## src/rtl/ack_sequencer.sv

```systemverilog
// ack_sequencer
// Sequences the CPU interrupt-acknowledge handshake of an 8259-style interrupt
// controller. It tracks the INTA pulse train (two pulses in 8086 mode, three
// in MCS-80 mode) and the OCW3 poll read. It also emits single-cycle strobes
// that freeze the winning request into the ISR, mark the end of the acknowledge
// sequence, clear the ISR bit in auto-EOI mode and mark the end of a poll read.
// Every output comes from a flop.

module ack_sequencer (
    input  logic       clock,
    input  logic       reset_n,
    input  logic       interrupt_acknowledge_n,
    input  logic       u8086_or_mcs80_config,
    input  logic       auto_eoi_config,
    input  logic       poll_command,
    input  logic       read,
    output logic [2:0] control_state,
    output logic       latch_in_service,
    output logic       end_of_acknowledge_sequence,
    output logic       auto_eoi_clear,
    output logic       end_of_poll
);

    // ------------------------------------------------------------------
    // State encoding (visible directly on control_state)
    // ------------------------------------------------------------------
    localparam logic [2:0] ST_READY = 3'b000;
    localparam logic [2:0] ST_ACK1  = 3'b001;
    localparam logic [2:0] ST_ACK2  = 3'b010;
    localparam logic [2:0] ST_ACK3  = 3'b011;
    localparam logic [2:0] ST_POLL  = 3'b100;

    // True when moving from a final acknowledge state back to READY.
    function automatic logic is_ack_complete(input logic [2:0] cur_state,
                                             input logic [2:0] nxt_state);
        logic result;
        result = ((cur_state == ST_ACK2) || (cur_state == ST_ACK3)) &&
                 (nxt_state == ST_READY);
        return result;
    endfunction

    // True when the encoding is one of the five defined states.
    function automatic logic is_legal_state(input logic [2:0] cur_state);
        logic result;
        case (cur_state)
            ST_READY, ST_ACK1, ST_ACK2, ST_ACK3, ST_POLL: result = 1'b1;
            default:                                       result = 1'b0;
        endcase
        return result;
    endfunction

    // ------------------------------------------------------------------
    // Declarations
    // ------------------------------------------------------------------
    logic       inta_prev_r;
    logic       read_prev_r;
    logic       inta_armed_r;
    logic [2:0] state_r;
    logic       latch_in_service_r;
    logic       end_of_ack_r;
    logic       auto_eoi_clear_r;
    logic       end_of_poll_r;

    logic       inta_fall_s;
    logic       inta_rise_s;
    logic       read_fall_s;
    logic [2:0] next_state_s;
    logic       latch_next_s;
    logic       end_of_ack_next_s;
    logic       auto_eoi_next_s;
    logic       end_of_poll_next_s;

    // ------------------------------------------------------------------
    // Edge detection
    // ------------------------------------------------------------------
    // The armed flag blocks a false INTA fall after reset when INTA is
    // already low: a fall only counts once INTA has been seen high.

    // History flops for INTA / read edge detection plus the INTA arm flag.
    always_ff @(posedge clock or negedge reset_n) begin
        if (!reset_n) begin
            inta_prev_r  <= 1'b1;
            read_prev_r  <= 1'b0;
            inta_armed_r <= 1'b0;
        end else begin
            inta_prev_r  <= interrupt_acknowledge_n;
            read_prev_r  <= read;
            if (interrupt_acknowledge_n) begin
                inta_armed_r <= 1'b1;
            end else begin
                inta_armed_r <= inta_armed_r;
            end
        end
    end

    // Combinational edge strobes acted on at the current clock edge.
    always_comb begin
        inta_fall_s = inta_armed_r & inta_prev_r & ~interrupt_acknowledge_n;
        inta_rise_s = ~inta_prev_r & interrupt_acknowledge_n;
        read_fall_s = read_prev_r & ~read;
    end

    // ------------------------------------------------------------------
    // FSM: state register
    // ------------------------------------------------------------------
    // Holds the acknowledge/poll sequencing state.
    always_ff @(posedge clock or negedge reset_n) begin
        if (!reset_n) begin
            state_r <= ST_READY;
        end else begin
            state_r <= next_state_s;
        end
    end

    // ------------------------------------------------------------------
    // FSM: next-state logic
    // ------------------------------------------------------------------
    // Chooses the next state from the detected INTA/read edges and poll request.
    always_comb begin
        next_state_s = ST_READY;
        case (state_r)
            ST_READY: begin
                // An INTA fall beats a poll request in the same cycle.
                if (inta_fall_s) begin
                    next_state_s = ST_ACK1;
                end else if (poll_command) begin
                    next_state_s = ST_POLL;
                end else begin
                    next_state_s = ST_READY;
                end
            end
            ST_ACK1: begin
                if (inta_rise_s) begin
                    next_state_s = ST_ACK2;
                end else begin
                    next_state_s = ST_ACK1;
                end
            end
            ST_ACK2: begin
                // The mode is only looked at on the rise that leaves ACK2.
                if (inta_rise_s) begin
                    if (u8086_or_mcs80_config) begin
                        next_state_s = ST_READY;
                    end else begin
                        next_state_s = ST_ACK3;
                    end
                end else begin
                    next_state_s = ST_ACK2;
                end
            end
            ST_ACK3: begin
                if (inta_rise_s) begin
                    next_state_s = ST_READY;
                end else begin
                    next_state_s = ST_ACK3;
                end
            end
            ST_POLL: begin
                // A new acknowledge aborts the poll and wins over its read end.
                if (inta_fall_s) begin
                    next_state_s = ST_ACK1;
                end else if (read_fall_s) begin
                    next_state_s = ST_READY;
                end else begin
                    next_state_s = ST_POLL;
                end
            end
            default: begin
                next_state_s = ST_READY;
            end
        endcase
    end

    // ------------------------------------------------------------------
    // FSM: output logic
    // ------------------------------------------------------------------
    // Derives the next-cycle strobe values from the transition being taken.
    always_comb begin
        latch_next_s       = 1'b0;
        end_of_ack_next_s  = 1'b0;
        auto_eoi_next_s    = 1'b0;
        end_of_poll_next_s = 1'b0;
        if (is_legal_state(state_r)) begin
            latch_next_s       = (next_state_s == ST_ACK1) && (state_r != ST_ACK1);
            end_of_ack_next_s  = is_ack_complete(state_r, next_state_s);
            auto_eoi_next_s    = end_of_ack_next_s & auto_eoi_config;
            end_of_poll_next_s = (state_r == ST_POLL) && (next_state_s == ST_READY);
        end else begin
            latch_next_s       = 1'b0;
            end_of_ack_next_s  = 1'b0;
            auto_eoi_next_s    = 1'b0;
            end_of_poll_next_s = 1'b0;
        end
    end

    // Registers the single-cycle strobes so they appear with the new state.
    always_ff @(posedge clock or negedge reset_n) begin
        if (!reset_n) begin
            latch_in_service_r <= 1'b0;
            end_of_ack_r       <= 1'b0;
            auto_eoi_clear_r   <= 1'b0;
            end_of_poll_r      <= 1'b0;
        end else begin
            latch_in_service_r <= latch_next_s;
            end_of_ack_r       <= end_of_ack_next_s;
            auto_eoi_clear_r   <= auto_eoi_next_s;
            end_of_poll_r      <= end_of_poll_next_s;
        end
    end

    assign control_state               = state_r;
    assign latch_in_service            = latch_in_service_r;
    assign end_of_acknowledge_sequence = end_of_ack_r;
    assign auto_eoi_clear              = auto_eoi_clear_r;
    assign end_of_poll                 = end_of_poll_r;

endmodule

```

## config.mk

```make
export PLATFORM = sky130hd
export DESIGN_NAME = ack_sequencer
export DESIGN_NICKNAME = d
export VERILOG_FILES = /design/src/rtl/ack_sequencer.sv
export SDC_FILE = /design/constraint.sdc
export NUM_CORES = 1
export LEC_CHECK = 0
export ABC_AREA = 1
export CAP_MARGIN = 20
export CORE_AREA = 2 2 39 41
export DETAILED_ROUTE_END_ITERATION = 16
export DIE_AREA = 0 0 41 43
export DONT_BUFFER_PORTS = 1
export PLACE_DENSITY = 0.53
export SYNTH_ARGS = -nofsm -noshare
export SYNTH_HDL_FRONTEND = slang
export SYNTH_SLANG_ARGS = --single-unit
```

## constraint.sdc

```tcl
create_clock -name clock -period 1.1 [get_ports clock]
set_clock_uncertainty 0.15 [all_clocks]
set_input_delay 0.22 -clock clock [delete_from_list [all_inputs] [get_ports clock]]
set_output_delay 0.22 -clock clock [all_outputs]
set_load 0.05 [all_outputs]
```

[Word-level counts from Yosys, hierarchy flattened]
Index checks and enable logic that the tools add are counted.
Word-level totals
  bits in registers: 10
  input port bits: 7
  output and inout port bits: 7
  logic and storage cells: 43
Cells by class
  equality and inequality tests: 6
  muxes and demuxes: 14
  bitwise logic cells: 8
  reductions and logical operators: 7
Operators with widths (count)
  $mux W3: 5
  $pmux W3 S5: 1
  $eq A3 B1 Y1 const B: 2
  $eq A3 B2 Y1 const B: 2
  $logic_not A3 Y1: 2
  $mux W2: 3
  $and A1 B1 Y1: 5
  $mux W1: 5
  $reduce_or A5 Y1: 1
  $eq A3 B3 Y1 const B: 1
  $logic_and A1 B1 Y1: 3
  $ne A3 B1 Y1 const B: 1
  $not A1 Y1: 3
  $logic_or A1 B1 Y1: 1

[Logic depth before layout (Yosys ltp)]
Gate-level depths: netlist of the first run.
  depth after elaboration: 9
  gate-level depth with buffers: 8
  mapped depth without buffers: 8

[Worst setup path after synthesis of the first run]
Ideal clock, no wire load.
  kind: register -> register
  start point: register state_r[2], in the netlist control_state[2]
  end point: register auto_eoi_clear_r, in the netlist auto_eoi_clear
  library setup time: 69 ps
  arrival: 1331 ps
  required time: 881 ps
  setup slack: -450 ps
  cell stages (with the launch flop): 9
  path buffers: 0
  period minus slack after synthesis: 1550 ps
  cells stage by stage: dfrtp_1 > inv_2 > nand2_2 > nor2_1 > nand2_1 > nor2_1 > nor2_2 > nand3_2 > nor2_2
Between the ends
  cells in the longest elaborated chain, start to end: 6
  elaborated cells on any way between the ends: 13
  classes of those cells: 4 x eq/ne; 3 x mux; 1 x bitwise; 5 x reduce/logical
RTL lines
  start: declaration: RTL line 58  | logic [2:0] state_r;
  start signal: assignment: RTL line 111  | state_r <= next_state_s;
  $eq A3 B3 Y1, or another cell as far along: RTL line 45, 121
  $pmux W3 S5: RTL line 121  | case (state_r)
  $logic_not A3 Y1: RTL line 38  | (nxt_state == ST_READY);
  $logic_and A1 B1 Y1: RTL line 37  | result = ((cur_state == ST_ACK2) || (cur_state == ST_ACK3)) &&
  $and A1 B1 Y1: RTL line 186  | auto_eoi_next_s = end_of_ack_next_s & auto_eoi_config;
  $mux W1 *: RTL line 183  | if (is_legal_state(state_r)) begin
  named net auto_eoi_next_s: RTL line 70  | logic auto_eoi_next_s;
  end signal: assignment: RTL line 206  | auto_eoi_clear_r <= auto_eoi_next_s;
  end: declaration: RTL line 61  | logic auto_eoi_clear_r;
Mark *: on every way through the listed nets, which the timed path passes. The rest lies on a longest branch.
A chain may end at the register's enable or synchronous reset.

[Worst setup path after layout of the first run]
  start point: register state_r[0], in the netlist control_state[0]
  end point: output control_state[0]
RTL lines
  end: declaration: RTL line 17  | output logic [2:0] control_state,
No word-level cell between the ends.

==> results of run 1 <==
## stage by stage
stage / hold slack (ps) / setup slack, ps / setup TNS [ps]
floorplan: -226 / -277 / -1120
global placement: -225 / -235 / -919
detailed placement: -225 / -267 / -997
CTS: 27.2 / -239 / -1770
global route: 15.0 / -325 / -2670
finish: 19.4 / -253 / -2010
## cell families (layout without fill, tap and decap cells)
group,count (synthesis),in the layout,synth area share [%]
and+or+nand+nor,33,33,37.9
DFF,10,10,54.0
buffers and inverters,10,31,8.07
## per-layer routing
metal,share of wire (%),wire [um],GRT usage (%)
met1,40,393,16.9
met2,52,510,20.3
met3,4.0,39,4.71
met4,4.1,40,16.0
met5,0,0,0
## layout make-up
class	instances	area (sq um)	share of cell area, %
clock buffer	4	26.3	3.29
inverter	10	40.0	5.01
multi-input combinational	33	244	30.5
sequential	10	255	31.9
tap	16	20.0	2.50
timing repair buffer	17	214	26.8
## timing repair
| item | 4_1_cts | 5_1_grt |
|---|---|---|
| buffers inserted | 1 | 3 |
| hold buffers | 4 | 0 |
| endpoints found under the hold margin | 14 | 0 |
| endpoints found under the setup margin | 14 | 14 |
| pin swaps | 3 | 9 |
| gates resized for setup | 11 | 15 |
## cells in the mapped netlist
cell type	number
dfrtp_1	9
dfstp_2	1
inv_1	8
inv_2	2
nand2_1	9
nand2_2	2
nand3_1	5
nand3_2	2
nor2_1	8
nor2_2	3
nor2_4	1
nor3b_2	1
or2_1	1
or2_2	1
## where the power goes
part / total, W / switching (W) / internal, W
logic: 0.00132 / 0.000723 / 0.000599
registers: 0.000608 / 0.000133 / 0.000474
clock network: 0.000261 / 0.000121 / 0.000140
total: 0.00219 / 0.000977 / 0.00121
## sequential cells by signal, indices dropped and copies added (netlist names)
register                     cells
read_prev_r                      1
control_state                    3
end_of_acknowledge_sequence      1
latch_in_service                 1
auto_eoi_clear                   1
inta_prev_r                      1
end_of_poll                      1
inta_armed_r                     1
## worst min-delay path by stage
stage	endpoint	start	cells after the start	slack, ps
after floorplan	auto_eoi_clear	reset_n	0	-230
after global placement	read_prev_r	reset_n	0	-230
after detailed placement	read_prev_r	reset_n	0	-230
after CTS	control_state[1]	u8086_or_mcs80_config	3	30
after global routing	control_state[2]	read	2	20
final	control_state[2]	read	2	20
==> impl_metrics.env, run 1 <==
export IMPL_num_antenna_cells=0
export IMPL_nFillCells=113
export IMPL_slowest_stage="dfrtp_2"
export IMPL_yosys_warnings=0
export IMPL_grt_first_pass_wirelength_um=1600
export IMPL_cts_tree="built"
export IMPL_cp_startpoint="control_state[0]"
export IMPL_critPathBufInv=2
export IMPL_critPathCapture="control_state[0]"
export IMPL_p_leak_nw=0.391
export IMPL_final_common_cell="nand2_1"
export IMPL_io_pins=14
export IMPL_die_width_um=41
export IMPL_ys_ff_latch=10
export IMPL_start_util_pct=33.6
export IMPL_path_cells="buf_6, buf_8"
export IMPL_io_buffers=0
export IMPL_hold_viol=0
export IMPL_placed_cell_area_sq_um=624
export IMPL_crit_family="flip-flops"
export IMPL_num_vias=383
export IMPL_grt_start_max_net_pins=11
export IMPL_ant_nets=0
export IMPL_maxCapViolCount=0
export IMPL_die_area_sq_um=1760
export IMPL_drive_gt1_share_pct=60.8
export IMPL_syn_instance_count=53
export IMPL_crit_required_ps=730
export IMPL_critPathMaxStageDelay_ps=440
export IMPL_antenna_found_initial=0
export IMPL_synth_area_leader_cell="dfrtp_1"
export IMPL_layout_common_cells="nand2_1 (8), nand3_2 (7), nor2_4 (6), dfrtp_1 (6), inv_1 (5)"
export IMPL_overflow=0
export IMPL_outcome="finished, violations left"
export IMPL_timing_worst_setup_path_type="reg2out"
export IMPL_clock_path_buffers=2
export IMPL_cts_root_buf="clkbuf_4"
export IMPL_drc_errors=0
export IMPL_peakVddDrop_mv=1.32
export IMPL_area_growth_pct=71.8
export IMPL_synth_area_leaders="dfrtp_1 (48%), nand2_1 (7.3%), inv_1 (6.5%)"
export IMPL_relSlewSlack_pct=70.1
export IMPL_r2r_cells=6
export IMPL_dieHeight_um=43
export IMPL_maxSlewViolCount=0
export IMPL_yosys_area_top_type_share_pct=48.4
export IMPL_dp_hpwl_um=679
export IMPL_reg2reg_from="control_state[2]"
export IMPL_fp_row_count=14
export IMPL_avgSynthCellArea_sq_um=8.78
export IMPL_avgViaCountPerCell=4.26
export IMPL_cp_depth=2
export IMPL_fin_ws_ps=-253
export IMPL_rrSetupSlack_ps=-220
export IMPL_worstReg2RegEnd="auto_eoi_clear"
export IMPL_post_route_period_util_pct=123
export IMPL_drt_initial_drc_count=1
export IMPL_crit_fanout=4
export IMPL_clock_sinks=10
export IMPL_drt_wl_total_um=983
export IMPL_syn_nets=60
export IMPL_hold_class="in2reg"
export IMPL_finalSetupViolCount=13
export IMPL_dr_pass1_iters=2
export IMPL_ys_types=14
export IMPL_clk_pin_slew_ps=60
export IMPL_wl_per_cell_um=10.9
export IMPL_clk_latency_ps=270
export IMPL_syn_area_sq_um=465
export IMPL_numCtsBuffers=3
export IMPL_nets=82
export IMPL_dp_cells=80
export IMPL_fin_util_pct=57.8
export IMPL_ctsHtreeMaxLevel=1
export IMPL_cp_start_kind="flip-flop"
export IMPL_grt_pass1_vias=383
export IMPL_rsz0062_at_grt="true"
export IMPL_violations="negative setup slack"
export IMPL_ys_seq_area_share_pct=54.0
export IMPL_fmax_mhz=739
export IMPL_post_route_cell_area_sq_um=800
export IMPL_routabilityCongestion=0.728
export IMPL_instances_no_fill=90
export IMPL_fin_crit_ps=1350
export IMPL_total_power_w=0.00219
export IMPL_cp_end_kind="output port"
export IMPL_arrival_ps=980
export IMPL_p_per_area_nw_per_um2=2740
export IMPL_worstMarginPinSlew_ps=447
export IMPL_coreArea_sq_um=1380
export IMPL_grt_util_all_layers_pct=15.1
No activity file was read; power rests on OpenSTA's default activity.
==> run 2, diff against run 1 <==
Settings changed: CORE_AREA 2 2 39 41 to unset, CORE_UTILIZATION set to 30, DIE_AREA 0 0 41 43 to unset, PLACE_DENSITY 0.53 to 0.47.
==> impl_metrics.env, run 2 (synthesis results as in run 1) <==
export IMPL_post_route_period_util_pct=122
export IMPL_p_leak_nw=0.405
export IMPL_cts_root_buf="clkbuf_4"
export IMPL_grt_first_pass_wirelength_um=1550
export IMPL_total_power_w=0.00226
export IMPL_setup_tns_final_ps=-2010
export IMPL_ant_nets=0
export IMPL_nFillCells=122
export IMPL_clock_path_buffers=2
export IMPL_finalSetupViolCount=14
export IMPL_cp_start_kind="flip-flop"
export IMPL_grt_start_max_net_pins=11
export IMPL_dp_cells=81
export IMPL_arrival_ps=970
export IMPL_rsz0062_at_grt="true"
export IMPL_drive_gt1_share_pct=62.7
export IMPL_final_common_cell="nand2_1"
export IMPL_fin_crit_ps=1340
export IMPL_violations="negative setup slack"
export IMPL_clk_pin_slew_ps=60
export IMPL_maxSlewViolCount=0
export IMPL_fmax_mhz=746
export IMPL_drt_initial_drc_count=6
export IMPL_num_antenna_cells=0
export IMPL_dp_hpwl_um=667
export IMPL_largest_reg_flops=3
export IMPL_routabilityCongestion=0.822
export IMPL_drc_errors=0
export IMPL_outcome="finished, violations left"
export IMPL_relSlewSlack_pct=69.6
export IMPL_clk_latency_ps=270
export IMPL_dieHeight_um=41.4
export IMPL_avgViaCountPerCell=4.41
export IMPL_grt_pass1_vias=355
export IMPL_grt_util_all_layers_pct=15.5
export IMPL_cp_end_kind="output port"
export IMPL_area_growth_pct=75.8
export IMPL_start_util_pct=34.1
export IMPL_drt_wl_total_um=1040
export IMPL_maxCapViolCount=0
export IMPL_crit_fanout=5
export IMPL_clock_sinks=10
export IMPL_num_vias=397
export IMPL_coreArea_sq_um=1370
export IMPL_slowest_stage="dfrtp_2"
export IMPL_hold_viol=0
export IMPL_io_pins=14
export IMPL_p_per_area_nw_per_um2=2760
export IMPL_dr_pass1_iters=4
export IMPL_hold_class="in2reg"
export IMPL_die_area_sq_um=1710
export IMPL_numCtsBuffers=3
export IMPL_critPathMaxStageDelay_ps=440
export IMPL_io_buffers=0
export IMPL_cts_tree="built"
export IMPL_timing_worst_setup_path_type="reg2out"
export IMPL_nets=83
export IMPL_antenna_found_initial=0
export IMPL_worstMarginPinSlew_ps=455
export IMPL_layout_common_cells="nand2_1 (8), inv_1 (6), nor2_2 (6), nand3_2 (6), dfrtp_1 (6)"
export IMPL_overflow=0
export IMPL_path_cells="buf_6, buf_8"
export IMPL_fp_row_count=13
export IMPL_instances_no_fill=90
export IMPL_die_width_um=41.4
export IMPL_fin_ws_ps=-241
export IMPL_hold_slack_ps=50.3
export IMPL_peakVddDrop_mv=1.22
export IMPL_pre_cts_ws_ps=-230
export IMPL_wl_per_cell_um=11.6
export IMPL_crit_required_ps=730
export IMPL_ctsHtreeMaxLevel=1
run 2: changes by cell type in the layout (fill, tap and decap cells not counted), sizes merged:
cell,delta
buf,+1
run 2: metrics by stage:
stage               area, sq um  util (%)
finish                      818      59.9
global route                818      59.9
CTS                         752      55.0
detailed placement          638      46.7
global placement            638      46.7
floorplan                   472         -
run 2: power breakdown:
| group | switching (W) | total, W | internal, W | leakage [nW] |
|---|---|---|---|---|
| combinational | 0.000733 | 0.00136 | 0.000625 | 0.269 |
| clock | 0.000133 | 0.000273 | 0.000140 | 0.0150 |
| sequential | 0.000152 | 0.000626 | 0.000474 | 0.120 |
| total | 0.00102 | 0.00226 | 0.00124 | 0.405 |
run 2: final timing paths:
path / to / slack (ps) / from / cells after the start
min in group asynchronous: read_prev_r / 180 / reset_n / 1
max in group asynchronous: inta_prev_r / 270 / reset_n / 1
min: control_state[2] / 50 / read / 2
min reg2reg: inta_armed_r / 380 / inta_armed_r / 1
max: control_state[0] / -240 / control_state[0] / 2
max reg2reg: end_of_acknowledge_sequence / -240 / inta_prev_r / 7
run 2: final cells by class:
| cell class | count | area, sq um | area share [%] |
|---|---|---|---|
| clock buffers | 4 | 26.3 | 3.21 |
| inverters | 10 | 40.0 | 4.89 |
| multi-input cells | 33 | 256 | 31.3 |
| flip-flops and latches | 10 | 255 | 31.2 |
| well taps | 15 | 18.8 | 2.29 |
| repair buffers | 18 | 221 | 27.1 |
run 2: metal layers:
| layer | routed length, um | vias up | GRT usage [%] |
|---|---|---|---|
| met5 | 0 | - | 0 |
| met4 | 43 | 0 | 16.9 |
| met3 | 59 | 4 | 4.79 |
| met2 | 480 | 14 | 21.5 |
| met1 | 461 | 178 | 17.7 |
| li1 | - | 201 | - |
run 2: what timing repair did:
action | 4_1_cts | 5_1_grt
endpoints found under the setup margin | 14 | 14
gates cloned | 0 | 0
pin swaps | 2 | 10
gates resized for setup | 13 | 15
hold buffers | 4 | 0
hold endpoints to repair | 14 | 0
setup buffers | 0 | 1
run 2: worst max-delay path: cells and delay by family, from the launching register on:
family	cells	cell delay, ps
flops	1	440
buf+inv	2	270
